$ cat src/rtl/seg_pkg.sv
// seg_pkg: shared decode table, scan state type and polarity helpers for the seven-segment scanner
package seg_pkg;

    // Index 0 is the rightmost entry; patterns are {dp,g,f,e,d,c,b,a} active-high
    localparam logic [15:0][7:0] HEX7_TABLE = {
        8'h71, 8'h79, 8'h5E, 8'h39, 8'h7C, 8'h77, 8'h6F, 8'h7F,
        8'h07, 8'h7D, 8'h6D, 8'h66, 8'h4F, 8'h5B, 8'h06, 8'h3F
    };

    typedef enum logic {BLANK = 1'b0, ON = 1'b1} scan_state_e;

    function automatic logic [7:0] SEG_OFF(input logic pol);
        return pol ? 8'h00 : 8'hFF;
    endfunction

    function automatic logic DIG_OFF(input logic pol);
        return ~pol;
    endfunction

endpackage

$ cat src/rtl/seg_hex_dec.sv
// seg_hex_dec: nibble plus decimal point to active-high {dp,g..a} pattern
module seg_hex_dec
    import seg_pkg::*;
(
    input  logic [3:0] nib_i,
    input  logic       dp_i,
    output logic [7:0] seg_o
);

    assign seg_o = {dp_i, HEX7_TABLE[nib_i][6:0]};

endmodule

$ cat src/rtl/seg_scan_mux.sv
// seg_scan_mux: time-multiplexed hex display scanner with dead-time blanking and frame snapshots.
// Define SEG_LZB_EN to blank leading zero digits (digit 0 always shown).
module seg_scan_mux
    import seg_pkg::*;
#(
    parameter int N_DIG     = 6,
    parameter int SCAN_DIV  = 50000,
    parameter int BLANK_CYC = 16,
    parameter bit SEG_POL   = 1'b1,
    parameter bit DIG_POL   = 1'b0
) (
    input  logic               i_clk,
    input  logic               i_rst_n,
    input  logic [4*N_DIG-1:0] i_data,
    input  logic [N_DIG-1:0]   i_dp,
    input  logic [N_DIG-1:0]   i_en_mask,
    output logic [7:0]         SEG,
    output logic [N_DIG-1:0]   DIG,
    output logic               o_frame
);

    localparam int CW = SCAN_DIV > 1 ? $clog2(SCAN_DIV) : 1;
    localparam int IW = N_DIG > 1 ? $clog2(N_DIG) : 1;
    localparam int BL = BLANK_CYC > 0 ? BLANK_CYC : 1;
    localparam logic [CW-1:0] CNT_LAST = CW'(SCAN_DIV - 1);
    localparam logic [IW-1:0] IDX_LAST = IW'(N_DIG - 1);

    logic [CW-1:0]           cnt_q, cnt_d;
    logic [IW-1:0]           idx_q, idx_d;
    scan_state_e             state_q, state_d;
    logic                    first_q;
    logic [N_DIG-1:0][3:0]   data_q;
    logic [N_DIG-1:0]        dp_q, en_q, lz;
    logic                    slot_end, frame_end, show;
    logic [7:0]              dec, seg_hi, seg_d;
    logic [N_DIG-1:0]        dig_hot, dig_d;

    assign slot_end  = cnt_q == CNT_LAST;
    assign frame_end = slot_end && idx_q == IDX_LAST;
    assign cnt_d     = slot_end ? '0 : cnt_q + 1'b1;
    assign idx_d     = slot_end ? (idx_q == IDX_LAST ? '0 : idx_q + 1'b1) : idx_q;
    assign state_d   = (BLANK_CYC > 0 && cnt_d < CW'(BL)) ? BLANK : ON;

`ifdef SEG_LZB_EN
    logic zero_run;

    // A digit is a leading zero while every nibble from the top down to it is zero
    always_comb begin
        lz = '0;
        zero_run = 1'b1;
        for (int k = N_DIG - 1; k > 0; k--) begin
            zero_run = zero_run && data_q[k] == 4'h0;
            lz[k] = zero_run;
        end
    end
`else
    assign lz = '0;
`endif

    seg_hex_dec u_dec (
        .nib_i (data_q[idx_q]),
        .dp_i  (dp_q[idx_q]),
        .seg_o (dec)
    );

    // A blanked leading zero still shows its decimal point
    assign show    = state_q == ON && en_q[idx_q] && (!lz[idx_q] || dp_q[idx_q]);
    assign seg_hi  = lz[idx_q] ? {dp_q[idx_q], 7'h00} : dec;
    assign seg_d   = show ? (SEG_POL ? seg_hi : ~seg_hi) : SEG_OFF(SEG_POL);
    assign dig_hot = N_DIG'(1) << idx_q;
    assign dig_d   = show ? (DIG_POL ? dig_hot : ~dig_hot) : {N_DIG{DIG_OFF(DIG_POL)}};

    always_ff @(posedge i_clk or negedge i_rst_n) begin
        if (!i_rst_n) begin
            cnt_q   <= '0;
            idx_q   <= '0;
            state_q <= BLANK;
            first_q <= 1'b1;
            data_q  <= '0;
            dp_q    <= '0;
            en_q    <= '0;
            SEG     <= SEG_OFF(SEG_POL);
            DIG     <= {N_DIG{DIG_OFF(DIG_POL)}};
            o_frame <= 1'b0;
        end else begin
            cnt_q   <= cnt_d;
            idx_q   <= idx_d;
            state_q <= state_d;
            first_q <= 1'b0;
            if (first_q || frame_end) begin
                data_q <= i_data;
                dp_q   <= i_dp;
                en_q   <= i_en_mask;
            end
            SEG     <= seg_d;
            DIG     <= dig_d;
            o_frame <= frame_end;
        end
    end

endmodule

$ cat config.mk
export PLATFORM = sky130hd
export DESIGN_NAME = seg_scan_mux
export DESIGN_NICKNAME = d
export VERILOG_FILES = /design/src/rtl/seg_pkg.sv /design/src/rtl/seg_hex_dec.sv /design/src/rtl/seg_scan_mux.sv
export SDC_FILE = /design/constraint.sdc
export NUM_CORES = 1
export LEC_CHECK = 0
export CAP_MARGIN = 15
export CORE_MARGIN = 4
export CORE_UTILIZATION = 50
export CTS_CLUSTER_SIZE = 28
export DETAILED_ROUTE_END_ITERATION = 10
export MAX_ROUTING_LAYER = met4
export PLACE_DENSITY = 0.84
export SYNTH_ARGS = -nofsm -noshare
export SYNTH_HDL_FRONTEND = slang
export SYNTH_SLANG_ARGS = --single-unit
$ cat constraint.sdc
create_clock -name i_clk -period 5.9 [get_ports i_clk]
set_clock_uncertainty 0.1 [all_clocks]
set_input_delay 1.18 -clock i_clk [delete_from_list [all_inputs] [get_ports i_clk]]
set_output_delay 1.18 -clock i_clk [all_outputs]
set_load 0.1 [all_outputs]
==> results of run 1 <==
==> logic make-up after synthesis <==
kind of cell             after synthesis
AND/OR/NAND/NOR                       95
flip-flops                            72
multiplexers                          52
AO/OA/AOI/OAI                         31
buffers and inverters                 21
XOR/XNOR                              15
adder cells (fa/ha/maj)                7
other                                  1
==> path summary, 6_finish.rpt <==
check                      cells after the start  slack (ns)        end  startpoint
min in group asynchronous                      2        0.94     SEG[1]     i_rst_n
min                                            1        0.37     DIG[4]     en_q[4]
max in group asynchronous                      2        4.19  cnt_q[11]     i_rst_n
max reg2reg                                    5        2.85     SEG[0]    idx_q[0]
max                                            1        2.63     DIG[4]      DIG[4]
min reg2reg                                    1        0.37     DIG[4]     en_q[4]
==> cell type report <==
type                       count  area share (%)
sequential                    72            43.0
multi-input combinational    201            37.2
timing repair buffer          54            12.6
clock buffer                  11            3.12
tap                           96            2.85
clock inverter                 5           0.801
inverter                       6           0.534
==> synth_stat cells, types with 4 or more instances <==
master / count / area, sq um
a211oi_1: 4 / 30.0
a21oi_1: 6 / 30.0
and2_1: 4 / 25.0
and4_1: 4 / 35.0
buf_2: 10 / 50.1
dfrtp_1: 65 / 1630
dfstp_2: 7 / 184
ha_1: 7 / 87.6
inv_1: 5 / 18.8
mux2_2: 35 / 394
mux2i_1: 10 / 100
mux4_2: 4 / 90.1
nand2_1: 16 / 60.1
nand3_1: 9 / 45.0
nand4_1: 6 / 37.5
nor2_1: 26 / 97.6
nor3_1: 8 / 40.0
o21ai_0: 9 / 45.0
xnor2_1: 7 / 61.3
xor2_1: 8 / 70.1
==> cells in the final DEF, fill, tap and decap left out, types with 3 or more instances in the layout <==
| cell type | count |
|---|---|
| dfrtp_1 | 65 |
| clkdlybuf4s50_1 | 51 |
| mux2_2 | 35 |
| nor2_1 | 26 |
| nand2_1 | 16 |
| mux2i_1 | 10 |
| nand3_1 | 9 |
| o21ai_0 | 9 |
| clkbuf_8 | 9 |
| nor3_1 | 8 |
| xor2_1 | 8 |
| dfstp_2 | 7 |
| xnor2_1 | 7 |
| ha_1 | 7 |
| nand4_1 | 6 |
| a21oi_1 | 6 |
| inv_1 | 5 |
| and4_1 | 4 |
| and2_1 | 4 |
| mux4_2 | 4 |
| a211oi_1 | 4 |
| and3_1 | 3 |
| nand2b_1 | 3 |
| or3_1 | 3 |
| mux2_1 | 3 |
==> power by group through the flow <==
stage / Sequential, uW / Clock, uW / Combinational, uW
after floorplan: 617 / 0 / 72.1
after global placement: 553 / 0 / 203
after detailed placement: 555 / 0 / 208
after CTS: 545 / 343 / 209
after global routing: 550 / 362 / 222
final: 545 / 334 / 208
==> metrics by stage <==
step	hold WS, ns	setup WS (ns)	instances	util, %	total power [uW]
after global routing	0.402	2.58	445	62.0	1130
final	0.368	2.63	445	62.0	1090
after floorplan	0.318	3.60	294	-	689
after CTS	0.371	2.60	445	62.0	1100
after global placement	0.355	2.99	429	59.6	756
after detailed placement	0.357	2.90	429	59.6	763
==> sequential cells by signal, indices dropped and copies added (netlist names) <==
register  count
DIG           6
first_q       1
o_frame       1
cnt_q        16
data_q       24
SEG           8
state_q       1
dp_q          6
en_q          6
idx_q         3
==> per-layer routing <==
| layer | vias up | wire length (um) | global-route usage, % |
|---|---|---|---|
| met4 | 0 | 94 | 7.16 |
| met1 | 1215 | 2940 | 23.2 |
| li1 | 1143 | - | - |
| met3 | 9 | 366 | 4.14 |
| met5 | - | 0 | - |
| met2 | 74 | 3530 | 28.9 |
==> impl_metrics.py, run 1 <==
metrics = {
    "status": {
        "status": "complete, no violations",
    },
    "sta": {
        "setup_viol": 0,
        "maxSlewViolCount": 0,
        "fmax_mhz": 305,
        "rsz0062_at_grt": "no",
        "tightest_slew_ns": 1.04,
        "hold_viol": 0,
        "min_period_ns": 3.27,
        "relSlewSlack_pct": 30.8,
        "post-route-period-util_pct": 55.5,
        "setup-tns-final_ns": 0,
    },
    "synth": {
        "async_flop_share_pct": 100,
        "dominantRegCellSynth": "dfrtp_1",
        "muxShareOfSynthArea_pct": 17.7,
        "syn_nets": 339,
        "synthCells": 294,
        "yosysUniqueCellTypes": 51,
        "synth-simple-area-share_pct": 14.9,
        "synth_area_sq_um": 3490,
        "synth_compound_area_share_pct": 5.91,
        "ys_ff_latch": 72,
        "synth_edf_count": 0,
        "synthAdderAreaFrac_pct": 2.51,
        "ys_warn_count": 0,
        "avgSynthCellArea_sq_um": 11.9,
        "synth_xor_xnor_area_share_pct": 3.76,
        "ys_seq_area_share_pct": 51.8,
        "synth_top_family_by_area": "multiplexers",
    },
    "global_route": {
        "grt_pass1_wl_mm": 11.8,
        "grt_max_degree": 73,
        "grt_use_total_pct": 18.4,
        "grt-ovfl-total": 0,
        "grt_pass1_vias": 2487,
        "grt_antenna_before_repair": 0,
    },
    "floorplan": {
        "core-area_sq_um": 6790,
        "start_util_pct": 51.4,
        "core.rowCount": 30,
        "dieArea_sq_um": 8390,
        "fp.dieH_um": 91.6,
        "num_io_pins": 53,
        "die_w_um": 91.6,
    },
    "route": {
        "drtAntennaViolNets": 0,
        "routed_wl_mm": 6.93,
        "drt_iter0_drc": 142,
        "route.vias.total": 2441,
        "drt-wirelength-per-cell_um": 15.6,
        "dr.pass1.iters": 5,
        "drc_errors": 0,
        "via_per_inst": 5.49,
    },
    "finish": {
        "postLayoutCellArea_sq_um": 4220,
        "multi_input_area_sq_um": 1570,
        "antennaDiodeCount": 0,
        "syn_to_final_growth_pct": 20.6,
        "nets": 389,
        "fillers": 563,
        "drive_gt1_share_pct": 21.2,
        "final-seq-area_sq_um": 1810,
    },
    "power_and_ir_drop": {
        "cellPowerDensity_nw_per_um2": 258,
        "p_comb_share_pct": 19.1,
        "p_sw_uw": 326,
        "p_int_uw": 761,
        "ir_drop_v": 0.000145,
        "netSwitchingFraction_pct": 30.0,
        "p_clk_share_pct": 30.7,
        "p_leak_uw": 0.00174,
        "p_seq_share_pct": 50.2,
    },
    "clock_network": {
        "cts_buffers": 9,
        "clock_sinks": 72,
        "clk_latency_ns": 0.35,
        "cts_buffer_depth": 2,
        "path_clk_slew_ns": 0.07,
        "cts-resized-gates": 0,
        "cts_max_level": 3,
        "postCtsSetupRepairBufs": 0,
        "cts_tree": "yes",
        "ctsRootBufferMaster": "clkbuf_8",
        "cts-hold-fix-buffers": 0,
    },
    "critical_path": {
        "path_cells": "clkdlybuf4s50_1",
        "crit_fanout": 1,
        "crit_slowest_cell": "clkdlybuf4s50_1",
        "end_kind": "output pin",
        "crit_family": "buffers and inverters",
        "path_buf_inv": 1,
        "worstSetupPathType": "reg -> out",
        "worst_setup_path_start_kind": "register",
        "worstPathRequired_ns": 4.62,
        "cp_slowest_stage_delay_ns": 1.12,
        "arrival_ns": 1.99,
    },
    "flow_run": {
        "maxCapViolations": 0,
    },
    "placement": {
        "portBuffers": 52,
        "dp_hpwl_mm": 4.93,
        "place_area_sq_um": 4050,
        "routabilityCongestion": 0.902,
    },
    "min_path": {
        "hold_path.class": "reg -> reg",
    },
}
No activity file was read; power rests on OpenSTA's default activity.
==> inputs of run 2 (changes only) <==
- CORE_UTILIZATION: 50 -> 49
- PLACE_DENSITY: 0.84 -> 0.85
- clock period: 5.9 -> 3 ns (I/O delays scaled with it)
==> run 2 against run 1 <==
Effect of this change: worst setup slack got worse by 2.2 ns; critical path depth rose by 7; sequential cell count did not move; critical endpoint is now SEG[4]; final cell count rose by 0.90%; register-to-register slack got worse by 2.4 ns.
==> impl_metrics.py, run 2 (synthesis gave the netlist of run 1 again) <==
metrics = {
    "status": {
        "status": "complete, no violations",
    },
    "floorplan": {
        "core.rowCount": 30,
        "dieArea_sq_um": 8550,
        "core-area_sq_um": 6870,
        "fp.dieH_um": 92.5,
        "num_io_pins": 53,
        "die_w_um": 92.5,
        "start_util_pct": 50.9,
    },
    "clock_network": {
        "postCtsSetupRepairBufs": 0,
        "cts-resized-gates": 0,
        "clk_latency_ns": 0.34,
        "cts_buffer_depth": 2,
        "cts_max_level": 3,
        "cts_buffers": 9,
        "cts-hold-fix-buffers": 0,
        "clock_sinks": 72,
        "cts_tree": "yes",
        "path_clk_slew_ns": 0.08,
        "ctsRootBufferMaster": "clkbuf_8",
    },
    "critical_path": {
        "reg2reg_to": "SEG[4]",
        "arrival_ns": 2.69,
        "r2r-start": "idx_q[0]",
        "crit_fanout": 22,
        "rr_worst_depth": 8,
        "rrSetupSlack_ns": 0.43,
        "end_kind": "register",
        "worstPathRequired_ns": 3.12,
        "worst_setup_path_start_kind": "register",
        "worstSetupPathType": "reg -> reg",
    },
    "route": {
        "drc_errors": 0,
        "drt_iter0_drc": 129,
        "via_per_inst": 5.38,
        "drtAntennaViolNets": 0,
        "drt-wirelength-per-cell_um": 15.6,
        "routed_wl_mm": 7.01,
        "route.vias.total": 2416,
        "dr.pass1.iters": 4,
    },
    "power_and_ir_drop": {
        "p_leak_uw": 0.00178,
        "ir_drop_v": 0.000190,
        "cellPowerDensity_nw_per_um2": 514,
        "power_uw": 2170,
    },
    "placement": {
        "portBuffers": 52,
        "dp_hpwl_mm": 5.07,
        "routabilityCongestion": 0.825,
        "dp_slack_ns": 0.467,
    },
    "sta": {
        "setup_ws_ns": 0.434,
        "relSlewSlack_pct": 42.7,
        "maxSlewViolCount": 0,
        "rsz0062_at_grt": "no",
        "min_period_ns": 2.57,
        "post-route-period-util_pct": 85.5,
        "hold_viol": 0,
        "tightest_slew_ns": 0.860,
        "setup-tns-final_ns": 0,
        "setup_viol": 0,
        "fmax_mhz": 390,
    },
    "finish": {
        "top_regs": "data_q (24), cnt_q (16), SEG (8)",
        "antennaDiodeCount": 0,
        "fillers": 536,
        "drive_gt1_share_pct": 26.3,
        "nets": 393,
        "multi_input_area_sq_um": 1570,
        "layout_commonest_cell": "dfrtp_1",
        "final-seq-area_sq_um": 1810,
        "largest_register": "data_q",
        "syn_to_final_growth_pct": 20.9,
        "mostFrequentLayoutCells": "dfrtp_1, clkdlybuf4s50_1, mux2_2",
        "largest_register_ffs": 24,
    },
    "global_route": {
        "grt-ovfl-total": 0,
        "grt_antenna_before_repair": 0,
        "grt_max_degree": 73,
        "grt_use_total_pct": 18.5,
        "grt_pass1_wl_mm": 12.1,
        "grt_pass1_vias": 2471,
    },
    "flow_run": {
        "maxCapViolations": 0,
    },
    "min_path": {
        "hold_path.class": "in -> async",
    },
}
-- run 2: layer usage --
layer	global-route usage [%]	wire length [um]
met1	23.9	3030
met2	28.8	3540
met3	3.49	323
met4	7.55	116
met5	-	0
-- run 2: per-stage QoR --
stage | hold slack, ns | utilization [%] | instances | cell area, sq um
global route | 0.414 | 61.5 | 449 | 4220
global placement | 0.342 | 58.9 | 433 | 4050
CTS | 0.386 | 61.5 | 449 | 4220
finish | 0.362 | 61.5 | 449 | 4220
detailed placement | 0.378 | 58.9 | 433 | 4050
floorplan | 0.204 | - | 294 | 3490
-- run 2: final cells by class --
class | count | area share, %
Multi-Input combinational cell | 201 | 37.2
Sequential cell | 72 | 42.9
Tap cell | 96 | 2.84
Clock inverter | 3 | 0.415
Clock buffer | 13 | 3.76
Inverter | 6 | 0.533
Timing Repair Buffer | 58 | 12.4
-- run 2: report_power, final --
group | internal (uW) | total (uW) | switching, uW
combinational | 157 | 407 | 250
sequential | 1040 | 1070 | 31.5
clock | 344 | 693 | 350
total | 1540 | 2170 | 631
-- run 2: critical path: stages, from the launching register on --
cell and delay, ns:
dfrtp_1 0.44, buf_4 0.26, o31a_1 0.32, o21ai_0 0.53, inv_1 0.18, ha_1 0.26, nand2b_1 0.16, a21oi_1 0.14
a211oi_1 0.07
-- run 2: worst max path at each step --
stage | end | slack [ns] | from
after floorplan | SEG[6] | 0.70 | idx_q[0]
after global placement | state_q | 0.53 | cnt_q[10]
after detailed placement | SEG[3] | 0.47 | idx_q[0]
after CTS | SEG[3] | 0.46 | idx_q[0]
after global routing | SEG[4] | 0.1 | idx_q[0]
final | SEG[4] | 0.43 | idx_q[0]
